===== src/rtl/rotor_step_driver_pkg.sv =====
// Shared definitions for the rotor step driver and the rotor angle table.
//   - angle code constants understood by the driver
//   - FSM state enum (also exported on the driver's debug port)
//   - rotor_state prefix and the signed segment-count type
package rotor_step_driver_pkg;

  // Angle codes from the rotor angle table
  localparam logic [7:0] ANGLE_M2   = 8'hF7;  // -2 segments (-90 deg)
  localparam logic [7:0] ANGLE_M1   = 8'hF6;  // -1 segment  (-45 deg)
  localparam logic [7:0] ANGLE_P1   = 8'hF5;  // +1 segment  (+45 deg)
  localparam logic [7:0] ANGLE_ZERO = 8'hF4;  // hold position
  localparam logic [7:0] ANGLE_NULL = 8'h00;  // hold position

  // Upper bits of rotor_state; the low three bits carry the position index
  localparam logic [4:0] ROTOR_STATE_PREFIX = 5'b11000;

  typedef enum logic [2:0] {
    ST_IDLE     = 3'd0,
    ST_SETUP    = 3'd1,
    ST_PULSE_HI = 3'd2,
    ST_PULSE_LO = 3'd3,
    ST_DONE     = 3'd4
  } drv_state_e;

  // Signed segment count, range -2..+1
  typedef logic signed [2:0] seg_t;

endpackage


===== src/rtl/rotor_angle_decode.sv =====
// Combinational angle-code decoder.
// Ports:
//   i_code  in  8  angle code
//   o_seg   out 3  signed segment count (-2..+1)
//   o_err   out 1  code is not recognised (segment count forced to 0)
module rotor_angle_decode
  import rotor_step_driver_pkg::*;
(
  input  logic [7:0] i_code,
  output seg_t       o_seg,
  output logic       o_err
);

  always_comb begin
    o_seg = '0;
    o_err = 1'b0;
    case (i_code)
      ANGLE_M2:               o_seg = -3'sd2;
      ANGLE_M1:               o_seg = -3'sd1;
      ANGLE_P1:               o_seg = 3'sd1;
      ANGLE_ZERO, ANGLE_NULL: o_seg = 3'sd0;
      default:                o_err = 1'b1;
    endcase
  end

endmodule


===== src/rtl/rotor_step_driver.sv =====
// Rotor step driver: accepts an angle command, turns it into a burst of step
// pulses (STEPS_PER_45 per 45-degree segment) with a direction setup time,
// tracks the rotor position in 45-degree units and supports a stop request.
// Handshake: a command transfers on a rising clk edge where cmd_valid and
// cmd_ready are both high; cmd_ready is high only in IDLE outside reset, and
// cmd_angle is only looked at on that transfer edge.
// Ports:
//   clk, rst_n            clock, synchronous active-low reset
//   cmd_valid/cmd_angle   command in;  cmd_ready out
//   stop_req              level abort request
//   step, dir             motor driver outputs
//   busy, done            move status; done pulses one cycle at completion
//   cmd_err, cmd_abort    completion qualifiers, valid with done
//   rotor_state           {5'b11000, pos[2:0]}
//   dbg_state             current FSM state
module rotor_step_driver
  import rotor_step_driver_pkg::*;
#(
  parameter int STEPS_PER_45    = 25,
  parameter int STEP_HIGH_CYC   = 50,
  parameter int STEP_PERIOD_CYC = 500,
  parameter int DIR_SETUP_CYC   = 10
) (
  input  logic       clk,
  input  logic       rst_n,
  input  logic       cmd_valid,
  input  logic [7:0] cmd_angle,
  output logic       cmd_ready,
  input  logic       stop_req,
  output logic       step,
  output logic       dir,
  output logic       busy,
  output logic       done,
  output logic       cmd_err,
  output logic       cmd_abort,
  output logic [7:0] rotor_state,
  output drv_state_e dbg_state
);

  // Terminal counts; timing counter is 16 bits to cover a 65535-cycle period
  localparam logic [15:0] L_SETUP_LAST = 16'(DIR_SETUP_CYC - 1);
  localparam logic [15:0] L_HI_LAST    = 16'(STEP_HIGH_CYC - 1);
  localparam logic [15:0] L_LO_LAST    = 16'(STEP_PERIOD_CYC - STEP_HIGH_CYC - 1);
  localparam logic [7:0]  L_GRP_LAST   = 8'(STEPS_PER_45 - 1);

  drv_state_e  r_state;
  drv_state_e  w_next;
  logic [15:0] r_tcnt;       // cycles spent in the current timed state
  logic [7:0]  r_grp_cnt;    // pulses completed in the current 45-degree group
  logic [1:0]  r_seg_left;   // groups still to run, including the current one
  logic [2:0]  r_pos;
  logic        r_dir;
  logic        r_stop;       // stop seen during the pulse train
  logic        r_err;
  logic        r_abort;

  seg_t        w_seg;
  logic        w_dec_err;
  logic [1:0]  w_seg_mag;
  logic        w_xfer;
  logic        w_tc_end;
  logic        w_grp_end;
  logic        w_last_pulse;

  rotor_angle_decode u_decode (
    .i_code (cmd_angle),
    .o_seg  (w_seg),
    .o_err  (w_dec_err)
  );

  assign w_seg_mag    = w_seg[2] ? 2'(-w_seg) : w_seg[1:0];
  assign w_xfer       = cmd_valid & cmd_ready;
  assign w_grp_end    = (r_grp_cnt == L_GRP_LAST);
  assign w_last_pulse = w_grp_end && (r_seg_left == 2'd1);

  always_comb begin
    w_tc_end = 1'b0;
    case (r_state)
      ST_SETUP:    w_tc_end = (r_tcnt == L_SETUP_LAST);
      ST_PULSE_HI: w_tc_end = (r_tcnt == L_HI_LAST);
      ST_PULSE_LO: w_tc_end = (r_tcnt == L_LO_LAST);
      default:     w_tc_end = 1'b0;
    endcase
  end

  always_comb begin
    w_next = r_state;
    case (r_state)
      ST_IDLE: begin
        if (w_xfer) w_next = (w_seg == 3'sd0) ? ST_DONE : ST_SETUP;
      end
      ST_SETUP: begin
        if (stop_req)      w_next = ST_DONE;
        else if (w_tc_end) w_next = ST_PULSE_HI;
      end
      ST_PULSE_HI: begin
        if (w_tc_end) w_next = ST_PULSE_LO;
      end
      ST_PULSE_LO: begin
        // A stop lets the current pulse finish its low phase first
        if (w_tc_end) w_next = (w_last_pulse || r_stop || stop_req) ? ST_DONE : ST_PULSE_HI;
      end
      ST_DONE: w_next = ST_IDLE;
      default: w_next = ST_IDLE;
    endcase
  end

  always_ff @(posedge clk) begin
    if (!rst_n) r_state <= ST_IDLE;
    else        r_state <= w_next;
  end

  always_ff @(posedge clk) begin
    if (!rst_n) begin
      r_tcnt     <= '0;
      r_grp_cnt  <= '0;
      r_seg_left <= '0;
      r_pos      <= '0;
      r_dir      <= 1'b0;
      r_stop     <= 1'b0;
      r_err      <= 1'b0;
      r_abort    <= 1'b0;
    end else begin
      if ((w_next != r_state) || (r_state == ST_IDLE) || (r_state == ST_DONE)) r_tcnt <= '0;
      else                                                                   r_tcnt <= r_tcnt + 16'd1;

      case (r_state)
        ST_IDLE: begin
          r_stop <= 1'b0;
          if (w_xfer) begin
            r_err      <= w_dec_err;
            r_abort    <= 1'b0;
            r_grp_cnt  <= '0;
            r_seg_left <= w_seg_mag;
            if (w_seg != 3'sd0) r_dir <= ~w_seg[2];
          end
        end
        ST_SETUP: begin
          if (stop_req) r_abort <= 1'b1;
        end
        ST_PULSE_HI: begin
          if (stop_req) r_stop <= 1'b1;
        end
        ST_PULSE_LO: begin
          if (stop_req) r_stop <= 1'b1;
          if (w_tc_end) begin
            if (w_grp_end) begin
              r_grp_cnt  <= '0;
              r_seg_left <= r_seg_left - 2'd1;
              r_pos      <= r_dir ? (r_pos + 3'd1) : (r_pos - 3'd1);
            end else begin
              r_grp_cnt  <= r_grp_cnt + 8'd1;
            end
            // Ending on the natural last pulse is a normal completion
            if ((r_stop || stop_req) && !w_last_pulse) r_abort <= 1'b1;
          end
        end
        default: ;
      endcase
    end
  end

  assign cmd_ready   = rst_n && (r_state == ST_IDLE);
  assign step        = (r_state == ST_PULSE_HI);
  assign dir         = r_dir;
  assign busy        = (r_state != ST_IDLE);
  assign done        = (r_state == ST_DONE);
  assign cmd_err     = done & r_err;
  assign cmd_abort   = done & r_abort;
  assign rotor_state = {ROTOR_STATE_PREFIX, r_pos};
  assign dbg_state   = r_state;

endmodule


===== config.mk =====
export PLATFORM = sky130hd
export DESIGN_NAME = rotor_step_driver
export DESIGN_NICKNAME = d
export VERILOG_FILES = /design/src/rtl/rotor_step_driver_pkg.sv /design/src/rtl/rotor_angle_decode.sv /design/src/rtl/rotor_step_driver.sv
export SDC_FILE = /design/constraint.sdc
export NUM_CORES = 1
export LEC_CHECK = 0
export CORE_AREA = 8 8 61 102
export CTS_BUF_LIST = sky130_fd_sc_hd__clkbuf_8
export DETAILED_ROUTE_END_ITERATION = 12
export DIE_AREA = 0 0 69 110
export DONT_BUFFER_PORTS = 1
export SETUP_SLACK_MARGIN = 0.3
export SYNTH_ARGS = -nofsm -noshare
export SYNTH_HDL_FRONTEND = slang
export SYNTH_HIERARCHICAL = 1
export SYNTH_SLANG_ARGS = --single-unit

===== constraint.sdc =====
create_clock -name clk -period 2.2 [get_ports clk]
set_clock_uncertainty 0.15 [all_clocks]
set_input_delay 0.44 -clock clk [delete_from_list [all_inputs] [get_ports clk]]
set_output_delay 0.44 -clock clk [all_outputs]
set_load 0.01 [all_outputs]

==> summary.md, run 1 <==
The commonest cells after synthesis are sky130_fd_sc_hd__dfxtp_1, sky130_fd_sc_hd__nand2_1, sky130_fd_sc_hd__xor2_1. The number of flip-flops and latches in the synthesized netlist is 36, and the count of input and output buffers is 0. The H-tree was split into 2 levels. Sorting the synthesized cells by area gives the leading types as sky130_fd_sc_hd__dfxtp_1, sky130_fd_sc_hd__xor2_1, sky130_fd_sc_hd__ha_1, sky130_fd_sc_hd__nand2_1, sky130_fd_sc_hd__nor3_1. The first global-routing pass estimated 9.328 mm of wire. For the routing usage on met1, the log shows 0.1305. The run gives 0 as the initial antenna violation count. In this run the register-to-register setup slack is 0.17 ns. Hold timing on the final database bottoms out at a slack of 0.1418 ns.

The per-cell via count in the routed design works out to 5.831. Final critical-path share of the clock period: 0.9218. Cell accounting for the most synthesized area: sky130_fd_sc_hd__dfxtp_1. The count of final hold-check violations was 0. The per-instance average area after synthesis is 8.546 um2.

The worst setup path is launched from a register. In this run the remaining antenna-violating nets after routing total 0. The sequential cells in the finished layout cover a total of 737.0 um2.

The global-route usage over all layers is 0.1490, and the count of buffering cells on the critical path with inverters included is 4. The endpoint identified for the worst register-to-register timing path is r_grp_cnt[7]$_SDFFE_PN0P_. The cell area after layout was 2808 um2; the data arrival at the endpoint of the critical path was 2.05 ns. The clock net sink count came out at 36. The critical path goes through nor3b_4, buf_4, a2111oi_4, buf_6, o2111ai_4, buf_6, buf_4, a22oi_2, o32ai_2. The logs give 1563 um2 for the area taken by multi-input logic gates and 0.3333 for the share of the yosys chip area belonging to registers. The power density over the cells works out to 435.4 nW/um2. On the critical path the largest part of the delay comes from buffers and inverters.

The final RePlAce weighted congestion came out at 0.8292. Timing would allow up to 0.4931 GHz. The net count of the finished layout came out at 302. The total overflow reported by the global router was 0; the I/O pin total was 30. The number of different library cells used by synthesis comes to 59. The root buffer cell chosen for the clock tree is sky130_fd_sc_hd__clkbuf_8.

The critical register-to-register path startpoint is dbg_state[1]$_SDFF_PN0_. The worst hold path begins at rst_n. The initial detailed-routing violation count is 69, and the final setup violation count is 0. The floorplan step defined a die boundary enclosing 7590 um2. The cell depth of the worst hold path is 2. For the clock insertion delay at the later pin of the skew report, the log shows 0.29 ns. The area growth from synthesis to layout is 29.86%. Yosys instantiated no cell more often than sky130_fd_sc_hd__dfxtp_1. For the met3 track demand over resource, the log shows 0.02599. Setup repair after global routing could not meet its margin everywhere. The floorplan step set the die height to 110 um. The detailed placer's ending HPWL is 4.313 mm. The global-route met2 utilization came out at 0.3111.

The main flop type after synthesis was sky130_fd_sc_hd__dfxtp_1. The number of antenna diodes in the final layout is 0. The post-layout minimum cycle time works out to 2.028 ns. STA classifies the critical path endpoint as a register. Detailed-route wire length per cell: 17.34 um. Synthesis produced 253 cells. The fraction of registers with async set or reset after synthesis came out at 0. Count of flip-flops with a built-in enable after synthesis: 0. The routed design has 5.862 mm of wire. The data required time of the worst path is 2.22 ns. The core region is 4850 um2.

The cell area that synthesis handed to floorplanning was 2162 um2. Along the worst path, the maximum fanout reaches 7. The run gives 1971 as the total number of vias. In this run the worst hold path is classified as in2reg.

The largest single stage delay on the critical path is 0.34 ns. The run gives 6 as the number of warnings printed during yosys synthesis. In this run the core area contains 34 standard-cell rows. The number of iterations in the first detailed-routing pass was 4. The cell with the largest stage delay on the worst path was sky130_fd_sc_hd__dfxtp_2. After detailed routing, the number of remaining DRC violations is 0. The floorplan step set the die width to 69 um. The highest-utilization routing layer at the global route stage is met2.

Once routing completed, OpenROAD measured the worst setup slack at 0.1721 ns. Critical path class: reg2reg. Max-cap violations in this run came to 0. Clock-pin slew was measured on the worst setup and hold paths at 0.08 ns. Counting along the longest clock path gives a buffer depth of 2. After detailed placement, the total cell area comes to 2405 um2.

The run gives 0.0005595 V as the worst IR drop on VDD. The post-route setup TNS was 0 ns; the area share of the largest cell type after synthesis was 0.3333. At the placement stage, the worst setup path has a slack of -0.1023 ns. The flow ran to the end, and the final reports show no timing, DRC or antenna violations. The filler cells instantiated in the layout total 451.

TritonCTS built the clock tree. The via count of the first global-routing pass was 2011; the final-report max-slew violation count was 0. The number of clock buffers added by TritonCTS is 5. The worst register-to-register path has a depth of 9. Share of layout cells above drive strength 1: 0.3204. Leakage power summed over all cells: 1.006 nW.

Entering global routing, the biggest net connects 23 pins. The worst hold path terminates at r_seg_left[0]$_SDFFE_PN0P_. The tools report the hold-fix buffer count after cts as 0. For the effective utilization at floorplan, the log shows 0.4458.
==> worst register-to-register path, stage by stage, from the launching register on <==
cell	delay (ns)
sky130_fd_sc_hd__dfxtp_2	0.34
sky130_fd_sc_hd__nor3b_4	0.16
sky130_fd_sc_hd__buf_4	0.14
sky130_fd_sc_hd__a2111oi_4	0.21
sky130_fd_sc_hd__buf_6	0.18
sky130_fd_sc_hd__o2111ai_4	0.15
sky130_fd_sc_hd__buf_6	0.20
sky130_fd_sc_hd__buf_4	0.14
sky130_fd_sc_hd__a22oi_2	0.15
sky130_fd_sc_hd__o32ai_2	0.09
==> per-layer routing <==
metal / routed length, um / up-vias
li1: - / 973
met1: 2043 / 950
met2: 3464 / 33
met3: 156 / 15
met4: 196 / 0
met5: 0 / -
==> logic make-up (layout without fill, tap and decap cells) <==
kind of cell,count (synthesis),count (layout),share of synthesized area
multiplexers,2,2,0.009260
AO/OA/AOI/OAI,53,54,0.1898
buffers and inverters,25,52,0.05555
XOR/XNOR,17,17,0.06887
adder cells (fa/ha/maj),7,7,0.04398
AND/OR/NAND/NOR,111,111,0.2957
flip-flops,36,36,0.3333
other,2,5,0.003474
==> cell type report <==
type                       instances  area share
timing repair buffer              33      0.1087
sequential                        36      0.2625
clock inverter                     2    0.004011
inverter                          11     0.01471
clock buffer                       6     0.02941
multi-input combinational        196      0.5566
tap                               54     0.02406
==> where the power goes <==
part	internal, W	switching (W)
clock	0.000250	0.000245
combinational	0.0000334	0.0000390
sequential	0.000651	0.00000421
total	0.000934	0.000288
==> flip-flops by register name, summed over array words and instances, names as in the netlist <==
name / cells
r_stop: 1
r_grp_cnt: 8
r_abort: 1
r_seg_left: 2
r_pos: 3
dbg_state: 3
r_err: 1
dir: 1
r_tcnt: 16
==> placed cells by master, fill, tap and decap left out, drive strengths merged, types with 2 or more instances in the layout <==
cell      n
dfxtp    36
buf      33
nand2    20
xor2     15
nor2     14
nor3     13
inv      12
a21oi    12
nand3    10
and3      8
o21ai     8
nand4     7
and2      7
clkbuf    6
ha        6
nand3b    5
o211ai    5
conb      5
nand2b    4
a2bb2oi   4
nor2b     4
o22ai     4
nor4      4
and4      3
o2111ai   3
o31ai     3
nor3b     3
and4b     2
xnor2     2
a22oi     2
o32ai     2
mux2i     2
or3       2
==> how the worst max path moves through the flow <==
| stage | end | slack [ns] | startpoint | cells after the start |
|---|---|---|---|---|
| global placement | r_tcnt[1]$_SDFF_PP0_ | -0.04 | cmd_angle[7] | 10 |
| global route | r_pos[0]$_SDFFE_PN0P_ | 0.11 | dbg_state[1]$_SDFF_PN0_ | 8 |
| floorplan | r_tcnt[1]$_SDFF_PP0_ | 0.12 | cmd_angle[7] | 10 |
| CTS | r_abort$_SDFFE_PN0P_ | 0.20 | dbg_state[1]$_SDFF_PN0_ | 6 |
| detailed placement | r_tcnt[1]$_SDFF_PP0_ | -0.10 | cmd_angle[7] | 10 |
| finish | r_grp_cnt[7]$_SDFFE_PN0P_ | 0.17 | dbg_state[1]$_SDFF_PN0_ | 9 |
==> per-stage QoR <==
stage	util	std cells	total power (W)
floorplan	-	256	0.0007228
global placement	0.4959	320	0.0007283
detailed placement	0.4959	320	0.0007281
CTS	0.5395	333	0.001227
global route	0.5789	338	0.001263
finish	0.5789	338	0.001223
==> what timing repair did <==
action,CTS,global route
setup endpoints to repair,37,37
gates cloned,1,1
buffers inserted,4,4
pin swaps,9,16
resized for setup,19,38
Power figures use the tool's default switching activity.
==> inputs of run 2 (changes only) <==
Settings changed: SETUP_SLACK_MARGIN 0.3 to 0.05.
==> run 2 against run 1 <==
Sequential cell count did not move. Setup slack worse by 0.040 ns. Wire length is 1.8% lower. Count of clock-buffer cells in the layout decreased by 1. Combinational power decreased by 24%. Hold slack improved by 0.0025 ns. Sequential power about the same. Final area shrank 9.4%. First-iteration DRC count increased by 52%. Register-to-register slack worse by 0.04 ns. Final cell count is 1.2% lower. Power fell by 5.8%.
==> summary.md, run 2 (same netlist as run 1, synthesis figures left out) <==
The run finished with clean final reports. The floorplan core area came out at 4850 um2 (unchanged). Path type of the worst min-delay path: in2reg (unchanged).

The effective utilization at floorplan came out at 0.4458 (unchanged). The total number of vias is 1951 (was 1971), and the global-route usage over all layers is 0.1466 (was 0.1490). The power density over the cells is 452.9 nW/um2 (was 435.4 nW/um2). Maximum root-to-sink buffer count: 2 (unchanged). The critical path class was reg2reg (unchanged). The total overflow reported by the global router is 0 (unchanged), and the upper clock frequency limit is 0.4835 GHz (was 0.4931 GHz). The number of iterations in the first detailed-routing pass is 4 (unchanged), and the data required time of the worst path is 2.27 ns (was 2.22 ns).

The register-to-register path setup slack was 0.13 ns (was 0.17 ns); the final critical-path share of the clock period was 0.9401 (was 0.9218). For the count of final hold-check violations, the log shows 0 (unchanged). The worst IR drop on VDD is 0.0005078 V (was 0.0005595 V).

The total chip power is 0.001151 W (was 0.001223 W). The share of layout cells above drive strength 1 was 0.2036 (was 0.3204); the clock insertion delay at the later pin of the skew report was 0.28 ns (was 0.29 ns). The total of fill cells in the finished design was 482 (was 451); the width of the die was 69 um (unchanged). The detailed-route wire length per cell works out to 17.24 um (was 17.34 um). The tools report the via count of the first global-routing pass as 1860 (was 2011). TritonCTS built the clock tree.

The area growth from synthesis to layout came out at 17.59% (was 29.86%). Most common library cell in the layout ignoring fill and taps: sky130_fd_sc_hd__dfxtp_1 (unchanged). The buffer type at the clock tree root was sky130_fd_sc_hd__clkbuf_8 (unchanged). The flip-flop count of the largest register after layout is 16 (unchanged), and the number of standard-cell rows in the floorplan is 34 (unchanged).

The height of the die is 110 um (unchanged), and the number of nets with antenna violations after routing is 0 (unchanged). Commonest non-fill, non-tap cells in the layout: sky130_fd_sc_hd__dfxtp_1, sky130_fd_sc_hd__buf_4, sky130_fd_sc_hd__nand2_1, sky130_fd_sc_hd__nor2_1, sky130_fd_sc_hd__xor2_1 (was sky130_fd_sc_hd__dfxtp_1, sky130_fd_sc_hd__buf_4, sky130_fd_sc_hd__nand2_1, sky130_fd_sc_hd__xor2_1). The count of unresolved DRC violations after routing is 0 (unchanged), and the final setup violation count is 0 (unchanged). The logs give 0 (unchanged) for the hold-fix buffer count after cts and 5 (unchanged) for the number of buffers inserted during clock tree synthesis. Critical-path maximum fanout: 3 (was 7). The initial antenna violation count came out at 0 (unchanged). Largest registers ranked by flip-flop count: r_tcnt x16, r_grp_cnt x8 (unchanged).

The initial detailed-routing violation count was 105 (was 69); the post-placement worst setup slack was -0.1511 ns (was -0.1023 ns). Critical path endpoint category: a register (unchanged). Hold slack: 0.1443 ns (was 0.1418 ns). The clock input transition at the sequential cells of the worst setup and hold paths works out to 0.07 ns (was 0.08 ns).

For the core occupancy in the finished layout, the log shows 0.5243 (was 0.5789). The final RePlAce weighted congestion is 0.8708 (was 0.8292). Deepest level of the CTS H-tree: 2 (unchanged).

Wire length of the first global-routing pass: 9.135 mm (was 9.328 mm). The net count of the finished layout was 299 (was 302). Nature of the critical path startpoint: a register (unchanged). The register name with the most flops was r_tcnt (unchanged). The run gives 30 (unchanged) as the I/O pin total. The count of max-cap constraint violations was 0 (unchanged). The total die area is 7590 um2 (unchanged), and the clock net sink count is 36 (unchanged). Setup repair after global routing left no endpoint under its margin. Pin count of the biggest net entering global routing: 23 (unchanged). The tools report the final-report max-slew violation count as 0 (unchanged). The data arrival at the endpoint of the critical path was 2.14 ns (was 2.05 ns); the final wirelength was 5.759 mm (was 5.862 mm). The detailed placer's ending HPWL came out at 4.387 mm (was 4.313 mm). The per-cell via count in the routed design came out at 5.841 (was 5.831). The least setup slack across all paths after layout came out at 0.1318 ns (was 0.1721 ns). The leakage power summed over all cells is 0.9480 nW (was 1.006 nW).

The antenna diode instance count was 0 (unchanged). The post-layout minimum cycle time was 2.068 ns (was 2.028 ns). The count of input and output buffers came out at 0 (unchanged).
==> run 2: cell count changes in the layout (fill, tap and decap cells not counted), sizes merged <==
cell / before / now
buf: 33 / 30
clkbuf: 6 / 5
clkinv: 0 / 1
clkinvlp: 1 / 0
==> run 2: what timing repair did <==
| item | CTS | global route |
|---|---|---|
| setup buffers | 0 | 5 |
| resized for setup | 1 | 7 |
| cloned | 0 | 1 |
| setup endpoints to repair | 16 | 28 |
| pin swaps | 0 | 3 |
==> run 2: routing by layer <==
layer / vias up / track usage / routed length, um
li1: 973 / - / -
met1: 941 / 0.1306 / 2100
met2: 32 / 0.3091 / 3381
met3: 5 / 0.03853 / 222
met4: 0 / 0.03976 / 53
met5: - / 0 / 0
==> run 2: stage by stage <==
stage               instance area (um2)  std cells  setup TNS (ns)
floorplan                          2190        256               0
global placement                   2366        321          -1.100
detailed placement                 2366        321          -1.426
CTS                                2451        328               0
global route                       2542        334               0
finish                             2542        334               0
==> run 2: worst max-delay path: stages, from the launching register on <==
cell                        delay (ns)
sky130_fd_sc_hd__dfxtp_1          0.32
sky130_fd_sc_hd__nor2b_2          0.19
sky130_fd_sc_hd__a2111oi_4        0.38
sky130_fd_sc_hd__buf_4            0.19
sky130_fd_sc_hd__o2111ai_2        0.13
sky130_fd_sc_hd__or4b_1           0.48
sky130_fd_sc_hd__a21oi_1          0.16
==> run 2: cell type report <==
class	count	area (um2)	area share
Timing Repair Buffer	30	237.7	0.09350
Clock buffer	5	68.82	0.02707
Tap cell	54	67.56	0.02657
Multi-Input combinational cell	196	1396	0.5492
Clock inverter	2	8.758	0.003445
Inverter	11	41.29	0.01624
Sequential cell	36	721.9	0.2840
==> run 2: final timing paths <==
kind | cells after the start | from | to
worst min register to register | 2 | r_err$_SDFFE_PN0P_ | r_err$_SDFFE_PN0P_
worst min-delay path | 1 | rst_n | dir$_SDFFE_PN0P_
worst max register to register | 6 | dbg_state[1]$_SDFF_PN0_ | r_abort$_SDFFE_PN0P_
worst max-delay path | 6 | dbg_state[1]$_SDFF_PN0_ | r_abort$_SDFFE_PN0P_
==> run 2: power by group <==
| part | switching (W) | internal (W) |
|---|---|---|
| Sequential | 0.00000230 | 0.000654 |
| Combinational | 0.0000334 | 0.0000216 |
| Clock | 0.000229 | 0.000211 |
==> inputs of run 3 (changes only) <==
Settings changed: ABC_AREA set to 1, CORE_AREA 8 8 61 102 to 8 8 63 105, DIE_AREA 0 0 69 110 to 0 0 71 113.
==> run 3 against run 2 <==
Hold slack lost 0.034 ns. Die area grew 5.7%. Wire length shrank 12%. Synthesized cell count grew 25%. Sequential cell count is the same. Clock power grew 31%.
==> summary.md, run 3 <==
I/O pin total: 30 (unchanged). The hold-fix buffer count after cts came out at 0 (unchanged). The run gives 5 (unchanged) as the number of buffers inserted during clock tree synthesis. The per-instance average area after synthesis is 7.202 um2 (was 8.546 um2), and the total die area is 8023 um2 (was 7590 um2). The total number of vias is 1936 (was 1951). The count of max-cap constraint violations came out at 0 (unchanged). Register name with the most flops: r_tcnt (unchanged). The cell accounting for the most synthesized area was sky130_fd_sc_hd__dfxtp_1 (unchanged). The net count of the finished layout is 352 (was 299), and the power density over the cells is 515.0 nW/um2 (was 452.9 nW/um2).

The width of the die is 71 um (was 69 um). The initial detailed-routing violation count is 115 (was 105). The combinational family with the most area after synthesis is simple AND/OR/NAND/NOR gates (unchanged).

The share of layout cells above drive strength 1 works out to 0.2036 (about the same). The data required time of the worst path came out at 2.28 ns (was 2.27 ns). The per-cell via count in the routed design is 4.977 (was 5.841). The logs give 0.8427 (was 0.8708) for the final RePlAce weighted congestion and 535 (was 482) for the total of fill cells in the finished design.

The number of warnings printed during yosys synthesis came out at 6 (unchanged). The tools report the upper clock frequency limit as 0.4965 GHz (was 0.4835 GHz). Cells taking the most area after synthesis: sky130_fd_sc_hd__dfxtp_1, sky130_fd_sc_hd__nand2_1, sky130_fd_sc_hd__nor2_1, sky130_fd_sc_hd__inv_1, sky130_fd_sc_hd__nor2_4 (was sky130_fd_sc_hd__dfxtp_1, sky130_fd_sc_hd__xor2_1, sky130_fd_sc_hd__ha_1, sky130_fd_sc_hd__nand2_1, sky130_fd_sc_hd__nor3_1).

The area growth from synthesis to layout works out to 13.03% (was 17.59%). The number of distinct library cells after synthesis is 35 (was 59). The count of input and output buffers works out to 0 (unchanged).

The path type of the worst min-delay path is in2reg (unchanged). The run gives 7 (was 4) as the number of iterations in the first detailed-routing pass. The cell count after placement is 379 (was 321), and the area share of the largest cell type after synthesis is 0.3167 (was 0.3333). The compound-cell area share of the yosys netlist was 0.07312 (was 0.1898).

The height of the die is 113 um (was 110 um), and the flip-flop count of the largest register after layout is 16 (unchanged). The global-route usage over all layers was 0.1322 (was 0.1466). The clock net sink count came out at 36 (unchanged). The mux share of post-synthesis cell area works out to 0 (was 0.009259).

Effective utilization at floorplan: 0.4404 (was 0.4458). TritonCTS built the clock tree. Mapped cell area: 2276 um2 (was 2162 um2). The simple-gate share of the synthesized area is 0.3826 (was 0.2957), and the gate count of the mapped netlist is 316 (was 253).

The number of flip-flops and latches in the synthesized netlist is 36 (unchanged). The run gives 0 (unchanged) as the count of unresolved DRC violations after routing. The critical path class is reg2reg (unchanged).

The number of standard-cell rows in the floorplan is 35 (was 34), and the clock insertion delay at the later pin of the skew report is 0.29 ns (was 0.28 ns). The run gives 2 (unchanged) as the maximum root-to-sink buffer count. Largest registers ranked by flip-flop count: r_tcnt x16, r_grp_cnt x8 (unchanged). Setup repair after global routing left no endpoint under its margin. Antenna diode instance count: 0 (unchanged).

The buffer type at the clock tree root is sky130_fd_sc_hd__clkbuf_8 (unchanged). Critical path endpoint category: a register (unchanged). The initial antenna violation count is 0 (unchanged). The via count of the first global-routing pass was 1961 (was 1860); the fraction of registers with async set or reset after synthesis was 0 (unchanged).

The run finished with clean final reports. The logs give 5167 um2 (was 4850 um2) for the floorplan core area and 0 (unchanged) for the total overflow reported by the global router. The run gives 0 ns (unchanged) as the post-route setup TNS. The most common library cell in the layout ignoring fill and taps was sky130_fd_sc_hd__nand2_1 (was sky130_fd_sc_hd__dfxtp_1).

The count of flip-flops with a built-in enable after synthesis was 0 (unchanged); the count of final hold-check violations was 0 (unchanged). The share of the yosys chip area belonging to registers is 0.3167 (was 0.3333), and the final wirelength is 5.080 mm (was 5.759 mm). The tools report the leakage power summed over all cells as 1.032 nW (was 0.9480 nW). Number of nets with antenna violations after routing: 0 (unchanged). Final setup violation count: 0 (unchanged).

Commonest non-fill, non-tap cells in the layout: sky130_fd_sc_hd__nand2_1, sky130_fd_sc_hd__inv_1, sky130_fd_sc_hd__nor2_1, sky130_fd_sc_hd__dfxtp_1, sky130_fd_sc_hd__nand3_1 (was sky130_fd_sc_hd__dfxtp_1, sky130_fd_sc_hd__buf_4, sky130_fd_sc_hd__nand2_1, sky130_fd_sc_hd__nor2_1, sky130_fd_sc_hd__xor2_1). The detailed placer's ending HPWL came out at 3.958 mm (was 4.387 mm). The critical-path maximum fanout came out at 8 (was 3).

Adder-cell share of the synthesized area: 0.04178 (was 0.04398). Nature of the critical path startpoint: a register (unchanged). The tools report the final-report max-slew violation count as 0 (unchanged).

For the data arrival at the endpoint of the critical path, the log shows 2.10 ns (was 2.14 ns). The tools report the hold slack as 0.1105 ns (was 0.1443 ns). Most frequent cells after synthesis: sky130_fd_sc_hd__nand2_1, sky130_fd_sc_hd__nor2_1, sky130_fd_sc_hd__inv_1 (was sky130_fd_sc_hd__dfxtp_1, sky130_fd_sc_hd__nand2_1, sky130_fd_sc_hd__xor2_1).

The detailed-route wire length per cell came out at 13.06 um (was 17.24 um). The wire length of the first global-routing pass was 8.493 mm (was 9.135 mm); the xor and xnor fraction of the mapped netlist area was 0.06542 (was 0.06887). The main flop type after synthesis was sky130_fd_sc_hd__dfxtp_1 (unchanged). The post-layout minimum cycle time works out to 2.014 ns (was 2.068 ns).

The clock input transition at the sequential cells of the worst setup and hold paths is 0.08 ns (was 0.07 ns). The tools report the deepest level of the CTS H-tree as 2 (unchanged). The pin count of the biggest net entering global routing was 17 (was 23); the worst IR drop on VDD was 0.0004372 V (was 0.0005078 V).

The post-route non-filler standard cell count was 389 (was 334); the final critical-path share of the clock period was 0.9154 (was 0.9401).
## run 3: cell count changes after synthesis, moves of 5 or more
| cell | change |
|---|---|
| sky130_fd_sc_hd__and2_1 | -7 |
| sky130_fd_sc_hd__and3_1 | -6 |
| sky130_fd_sc_hd__inv_1 | +32 |
| sky130_fd_sc_hd__inv_2 | +7 |
| sky130_fd_sc_hd__nand2_1 | +26 |
| sky130_fd_sc_hd__nand3_1 | +7 |
| sky130_fd_sc_hd__nor2_1 | +31 |
| sky130_fd_sc_hd__nor2_2 | +5 |
| sky130_fd_sc_hd__nor2_4 | +12 |
## run 3: per-layer routing
layer  global-route usage  vias to the layer above  wire length, um
met5                    0                        -                0
met4              0.06573                        0              119
met3              0.03454                       11              186
met2               0.2589                       25             2920
met1               0.1184                      880             1854
li1                     -                     1020                -
## run 3: critical path: stages, from the launching register on
cell,delay [ns]
sky130_fd_sc_hd__dfxtp_2,0.32
sky130_fd_sc_hd__inv_1,0.05
sky130_fd_sc_hd__ha_1,0.13
sky130_fd_sc_hd__inv_1,0.05
sky130_fd_sc_hd__nor2_2,0.12
sky130_fd_sc_hd__nand3_2,0.11
sky130_fd_sc_hd__nor2_4,0.16
sky130_fd_sc_hd__nand3_4,0.11
sky130_fd_sc_hd__nand2_2,0.08
sky130_fd_sc_hd__inv_2,0.05
sky130_fd_sc_hd__nor2_4,0.11
sky130_fd_sc_hd__nand2_1,0.08
sky130_fd_sc_hd__nand2_2,0.08
sky130_fd_sc_hd__nand3_4,0.10
sky130_fd_sc_hd__clkbuf_16,0.20
sky130_fd_sc_hd__nor2_4,0.07
## run 3: metrics by stage
stage / area (um2) / total power (W) / setup WS [ns] / utilization
detailed placement: 2401 / 0.0007626 / 0.05087 / 0.4646
global placement: 2401 / 0.0007626 / 0.09587 / 0.4646
floorplan: 2287 / 0.0007482 / 0.1764 / -
global route: 2572 / 0.001379 / 0.03060 / 0.4978
CTS: 2509 / 0.001336 / 0.1148 / 0.4855
finish: 2572 / 0.001325 / 0.1861 / 0.4978
## run 3: cell families (layout without fill, tap and decap cells)
kind of cell	Yosys count	after routing
compound gates	30	30
simple gates	164	164
xor+xnor	17	17
flops	36	36
buf+inv	60	75
other cells	2	5
fa+ha+maj	7	7
## run 3: path summary, 6_finish.rpt
| check | start | end | slack [ns] | cells past startpoint |
|---|---|---|---|---|
| max | r_tcnt[1]$_SDFF_PP0_ | r_tcnt[7]$_SDFF_PP0_ | 0.19 | 15 |
| min | rst_n | dbg_state[1]$_SDFF_PN0_ | 0.11 | 2 |
| max reg2reg | r_tcnt[1]$_SDFF_PP0_ | r_tcnt[7]$_SDFF_PP0_ | 0.19 | 15 |
| min reg2reg | r_err$_SDFFE_PN0P_ | r_err$_SDFFE_PN0P_ | 0.32 | 2 |
## run 3: repair_timing
action,4_1_cts,5_1_grt
buffers inserted,0,1
setup endpoints to repair,0,24
resized for setup,0,9
## run 3: power by group
group          switching, W  internal, W  leakage [nW]  total (W)
logic             0.0000502    0.0000302         0.680  0.0000805
clock network      0.000245     0.000332        0.0593   0.000577
registers        0.00000755     0.000660         0.293   0.000668
## run 3: area by class of cell
type	count	area, um2	share of cell area
Multi-Input combinational cell	223	1328	0.5160
Clock inverter	3	38.79	0.01508
Sequential cell	36	724.4	0.2816
Clock buffer	5	68.82	0.02675
Timing Repair Buffer	16	150.1	0.05837
Inverter	51	193.9	0.07539
Tap cell	55	68.82	0.02675
